===== src/rtl/bus_pkg.sv =====
// Shared types and constants for the N-master address/control bus arbiter mux.
// Latency: n/a (declarations only).
// Backpressure: n/a.
package bus_pkg;

   // Bus ownership state: idle (turnaround) or owned by one master.
   typedef enum logic {
      ST_IDLE = 1'b0,
      ST_OWN  = 1'b1
   } state_t;

   localparam int DEF_DATA_W = 14;
   localparam int MAX_CH     = 8;

endpackage


===== src/rtl/rr_pick.sv =====
// Round-robin priority picker: first set req bit at or after ptr, wrapping modulo N_CH.
// Latency: combinational.
// Backpressure: none; valid=0 and index=0 when no request is set.
module rr_pick
   import bus_pkg::*;
#(
   parameter int N_CH  = 2,
   parameter int SEL_W = 1
) (
   input  logic [N_CH-1:0]  req,
   input  logic [SEL_W-1:0] ptr,
   output logic             valid,
   output logic [SEL_W-1:0] index
);

   // Scan from the farthest candidate back towards ptr so the nearest one wins.
   always_comb begin
      valid = 1'b0;
      index = '0;
      for (int i = N_CH - 1; i >= 0; i--) begin
         int c;
         c = int'(ptr) + i;
         if (c >= N_CH) c = c - N_CH;
         if (req[c]) begin
            valid = 1'b1;
            index = SEL_W'(c);
         end
      end
   end

endmodule


===== src/rtl/bus_addr_arb_mux.sv =====
// N-master round-robin arbiter that registers the owner's address/control word onto the shared bus.
// Latency: 1 cycle req->grant/mux_out; one forced IDLE turnaround cycle between owners.
// Backpressure: owner holds the bus until done or req drop; BUS_TIMEOUT_EN adds a forced release after TIMEOUT_CYC cycles.
module bus_addr_arb_mux
   import bus_pkg::*;
#(
   parameter  int N_CH        = 2,
   parameter  int DATA_W      = DEF_DATA_W,
   parameter  int TIMEOUT_CYC = 255,
   localparam int SEL_W       = (N_CH > 1) ? $clog2(N_CH) : 1
) (
   input  logic                     clk,
   input  logic                     rst,
   input  logic [N_CH-1:0]          req,
   input  logic [N_CH*DATA_W-1:0]   in_bus,
   input  logic                     done,
   output logic [N_CH-1:0]          grant,
   output logic [SEL_W-1:0]         owner,
   output logic [DATA_W-1:0]        mux_out,
   output logic                     bus_busy,
   output logic                     timeout
);

   state_t           state;
   logic [SEL_W-1:0] ptr;
   logic             pick_vld;
   logic [SEL_W-1:0] pick_idx;
   logic             release_req;
   logic             limit;
   logic [SEL_W-1:0] ptr_next;

   rr_pick #(
      .N_CH  (N_CH),
      .SEL_W (SEL_W)
   ) u_pick (
      .req   (req),
      .ptr   (ptr),
      .valid (pick_vld),
      .index (pick_idx)
   );

   // Completion or abandon by the owner; both together still mean one release.
   assign release_req = done | ~req[owner];
   assign ptr_next    = (owner == SEL_W'(N_CH - 1)) ? '0 : owner + 1'b1;

`ifdef BUS_TIMEOUT_EN
   localparam int CNT_W = $clog2(TIMEOUT_CYC + 1);
   logic [CNT_W-1:0] own_cnt;
   logic             timeout_r;

   // own_cnt holds completed OWN cycles; this edge closes cycle number own_cnt+1.
   assign limit   = (own_cnt == CNT_W'(TIMEOUT_CYC - 1));
   assign timeout = timeout_r;
`else
   assign limit   = 1'b0;
   assign timeout = 1'b0;
`endif

   // Ownership FSM with registered grant, owner, bus word and busy flag.
   always_ff @(posedge clk or posedge rst) begin
      if (rst) begin
         state    <= ST_IDLE;
         ptr      <= '0;
         grant    <= '0;
         owner    <= '0;
         mux_out  <= '0;
         bus_busy <= 1'b0;
`ifdef BUS_TIMEOUT_EN
         own_cnt   <= '0;
         timeout_r <= 1'b0;
`endif
      end else begin
         case (state)
            ST_IDLE: begin
`ifdef BUS_TIMEOUT_EN
               timeout_r <= 1'b0;
               own_cnt   <= '0;
`endif
               if (pick_vld) begin
                  state    <= ST_OWN;
                  grant    <= N_CH'(1) << pick_idx;
                  owner    <= pick_idx;
                  mux_out  <= in_bus[int'(pick_idx)*DATA_W +: DATA_W];
                  bus_busy <= 1'b1;
               end
            end
            ST_OWN: begin
               if (release_req || limit) begin
                  state    <= ST_IDLE;
                  ptr      <= ptr_next;
                  grant    <= '0;
                  owner    <= '0;
                  mux_out  <= '0;
                  bus_busy <= 1'b0;
`ifdef BUS_TIMEOUT_EN
                  timeout_r <= ~release_req;
`endif
               end else begin
                  mux_out <= in_bus[int'(owner)*DATA_W +: DATA_W];
`ifdef BUS_TIMEOUT_EN
                  own_cnt   <= own_cnt + 1'b1;
                  timeout_r <= 1'b0;
`endif
               end
            end
            default: state <= ST_IDLE;
         endcase
      end
   end

endmodule


===== config.mk =====
export PLATFORM = sky130hd
export DESIGN_NAME = bus_addr_arb_mux
export DESIGN_NICKNAME = d
export VERILOG_FILES = /design/src/rtl/bus_pkg.sv /design/src/rtl/rr_pick.sv /design/src/rtl/bus_addr_arb_mux.sv
export SDC_FILE = /design/constraint.sdc
export NUM_CORES = 1
export LEC_CHECK = 0
export BUFFER_PORTS_ARGS = -buffer_cell sky130_fd_sc_hd__buf_2
export CORE_MARGIN = 1
export CORE_UTILIZATION = 51
export DETAILED_ROUTE_END_ITERATION = 7
export MAX_ROUTING_LAYER = met4
export PLACE_DENSITY_LB_ADDON = 0.2
export RECOVER_POWER = 100
export SLEW_MARGIN = 25
export SYNTH_ARGS = -nofsm -noshare
export SYNTH_HDL_FRONTEND = slang
export SYNTH_SLANG_ARGS = --single-unit

===== constraint.sdc =====
create_clock -name clk -period 2.4 [get_ports clk]
set_input_delay 0.24 -clock clk [delete_from_list [all_inputs] [get_ports clk]]
set_output_delay 0.24 -clock clk [all_outputs]
set_load 0.01 [all_outputs]

==> summary.md <==
| Metric | Value |
|---|---|
| Vias in the first global route | `1117` |
| Hold_ws | `38.4 ps` |
| Combinational Power Share | `41.9%` |
| Final wirelength | `2.96 mm` |
| R2r endpoint | `mux_out[8]` |
| Fill count | `224` |
| CTS Buf Count | `3` |
| Met2 wire length | `1.51 mm` |
| CTS tree | `yes` |
| CP arrival | `1770 ps` |
| Overall power | `1.07 mW` |
| Warnings from Yosys | `0` |
| Footprint of the multi-input gates | `606 um^2` |
| # nets final | `208` |
| Antenna violations before repair | `0` |
| Layout cells sized above 1 | `31.6%` |
| Final TNS setup | `0 ps` |
| Post-CTS sizing | `0` |
| Clock latency on the worst-skew pair | `310 ps` |
| Clk slew on worst S/H paths | `130 ps` |
| Peak Freq | `642 MHz` |
| Depth of the worst register-to-register path | `3` |
| Crit end category | `flip-flop` |
| DP HPWL | `1.99 mm` |
| Sequential power share | `41.9%` |
| Area growth syn-to-layout | `19.0%` |
| GP Congestion | `0.753` |
| Number of port buffers | `50` |
| Hold buffers post-CTS | `0` |
| Internal Power | `0.660 mW` |
| RR Startpoint | `state` |
| GRT overflow | `0` |
| Vias | `1166` |
| Flop2flop setup slack | `840 ps` |
| Leakage | `0.695 nW` |
| Row count | `17` |
| Final Setup Violations | `0` |
| First-pass GRT wire length | `4.93 mm` |
| Pre-antenna DRT Iters | `4` |
| Final Instance Area | `1450 um^2` |
| Final min period | `1560 ps` |
| VDD IR max | `0.437 mV` |
| WS Path Type | `reg -> reg` |
| Critical path required time | `2610 ps` |
| Switch Pwr | `0.408 mW` |
| Post-Syn Nets | `165` |
| Syn Inst Count | `132` |
| Root Buffer Master | `clkbuf_4` |
| Vias per cell | `5.77` |
| Ant. Diodes | `0` |
| Antenna Nets Post-Route | `0` |
| Post-place setup slack | `712 ps` |
| Clock Skew | `20.1 ps` |
| Die X | `50.9 um` |
| Final Max Slew Viols | `0` |
| Ys flop type | `dfrtp_1` |
| Post-CTS Setup Inserts | `0` |
| Flops & latches, synth | `19` |
| Placed inst area | `1450 um^2` |
| Yosys cell types | `24` |
| Die height | `50.9 um` |
| Status | `completed` |
| Sink Count | `19` |
| Power density cells | `735 nW/um^2` |
| Crit path to | `mux_out[8]` |
| FF+latch area | `475 um^2` |
| DR DRC count | `0` |
| Core Footprint | `2230 um^2` |
| Final period util | `65.0%` |
| Rel. slew slack | `50.2%` |
| Initial DRC count | `31` |
| Top Ports | `52` |
| Final Hold Viols | `0` |
| Post-synth EDFFs | `0` |
| H-tree depth | `1` |
| Crit-path max FO | `24` |
| Syn Std Cell Area | `1220 um^2` |
| Largest net degree at the start of global routing | `25` |
| Clock Power Share | `16.3%` |
| Met3 wire length | `102 um` |
| PnR worst setup slack | `841 ps` |
| Setup crit start kind | `flip-flop` |
| Die ar. | `2590 um^2` |
| Met1 WL | `1.33 mm` |
| Synth async-reset ratio | `100%` |
| Sw Ratio | `38.2%` |
| Initial Util | `54.7%` |
| Worst Max-Slew Pin Slew | `747 ps` |
| Gr usage total | `26.0%` |
| Sequential-to-total area share from yosys stat | `38.9%` |
| Max-Cap Viols | `0` |
| Top sig layer | `met4` |
| Min-Delay Path Class | `in -> async` |
| CTS max path bufs | `2` |
| RSZ-0062 raised after global routing | `false` |
| Mean post-synth cell area | `9.25 um^2` |
| Routed WL per cell | `14.7 um` |
| Worst Setup SP | `state` |
-- worst max-delay path, cell delays in order (launching register included) --
cell and delay [ps]:
dfrtp_1 360, buf_4 260, nand3b_1 500, o22ai_1 330
-- cells in the final DEF, fill, tap and decap left out --
master and n:
nand2_1 1, a2bb2oi_1 2, o21ai_0 2, a31o_2 14, inv_1 17, clkbuf_4 3, a21oi_1 5, dfrtp_1 19
buf_2 32, a21bo_2 1, nor2_1 2, buf_4 2, o22ai_1 28, nand3b_1 2, nand2b_1 3, clkbuf_1 18
or2_2 1, mux2i_1 14, o2bb2ai_1 1, clkinvlp_4 1, o32ai_1 1, or3_1 1, or2b_1 2, mux2_2 1
conb_1 1
-- power by group through the flow --
stage | Sequential, mW | Clock (mW) | Combinational (mW)
3_3_place_gp | 0.444 | 0 | 0.459
5_1_grt | 0.454 | 0.187 | 0.496
3_5_place_dp | 0.449 | 0 | 0.469
4_1_cts | 0.444 | 0.179 | 0.470
6_report | 0.447 | 0.174 | 0.448
2_1_floorplan | 0.479 | 0 | 0.295
-- cell type report --
type,count,share of cell area (%)
clock buffer,3,1.55
clock inverter,1,0.517
inverter,17,4.39
multi-input combinational,82,41.7
sequential,19,32.7
tap,28,2.41
timing repair buffer,52,16.7
-- cell families after synthesis --
logic type      share of synthesized area (%)
other cells                             0.307
simple gates                             5.94
flops                                    38.9
compound gates                           30.9
buf+inv                                  11.5
mux                                      12.4
-- cells in the mapped netlist, types with 2 or more instances --
| master | instances | area share [%] |
|---|---|---|
| clkbuf_1 | 6 | 1.8 |
| dfrtp_1 | 19 | 39 |
| o22ai_1 | 28 | 14 |
| inv_1 | 17 | 5.2 |
| nor2_1 | 2 | 0.61 |
| nand2b_1 | 3 | 1.5 |
| or2b_1 | 2 | 1.2 |
| nand3b_1 | 2 | 1.2 |
| buf_2 | 4 | 1.6 |
| mux2i_1 | 14 | 11 |
| a31o_2 | 14 | 10 |
| o21ai_0 | 2 | 0.82 |
| buf_4 | 3 | 1.8 |
| a21oi_1 | 5 | 2.0 |
| a2bb2oi_1 | 2 | 1.4 |
-- metrics by stage --
stage	util, %	cells
after CTS	66.1	202
after global placement	64.7	198
after floorplan	-	132
after global routing	65.0	202
after detailed placement	64.7	198
final	65.0	202
-- per-layer routing --
layer	GRT usage [%]	vias to the layer above
li1	-	570
met1	31.1	563
met2	45.6	31
met3	2.68	2
met4	8.33	0
met5	-	-
-- worst min-delay path by stage --
stage / start / endpoint / slack, ps / depth (start not counted)
global route: rst / mux_out[0] / 90 / 2
floorplan: rst / bus_busy / 190 / 1
global placement: rst / mux_out[1] / 410 / 2
detailed placement: rst / mux_out[11] / 410 / 2
CTS: rst / mux_out[0] / 60 / 2
finish: rst / mux_out[2] / 40 / 2
-- registers in the layout (all words and copies together) (netlist names) --
signal,cells
bus_busy,1
grant,2
mux_out,14
ptr,1
state,1
Note: power is estimated with default switching activity, not from simulation.
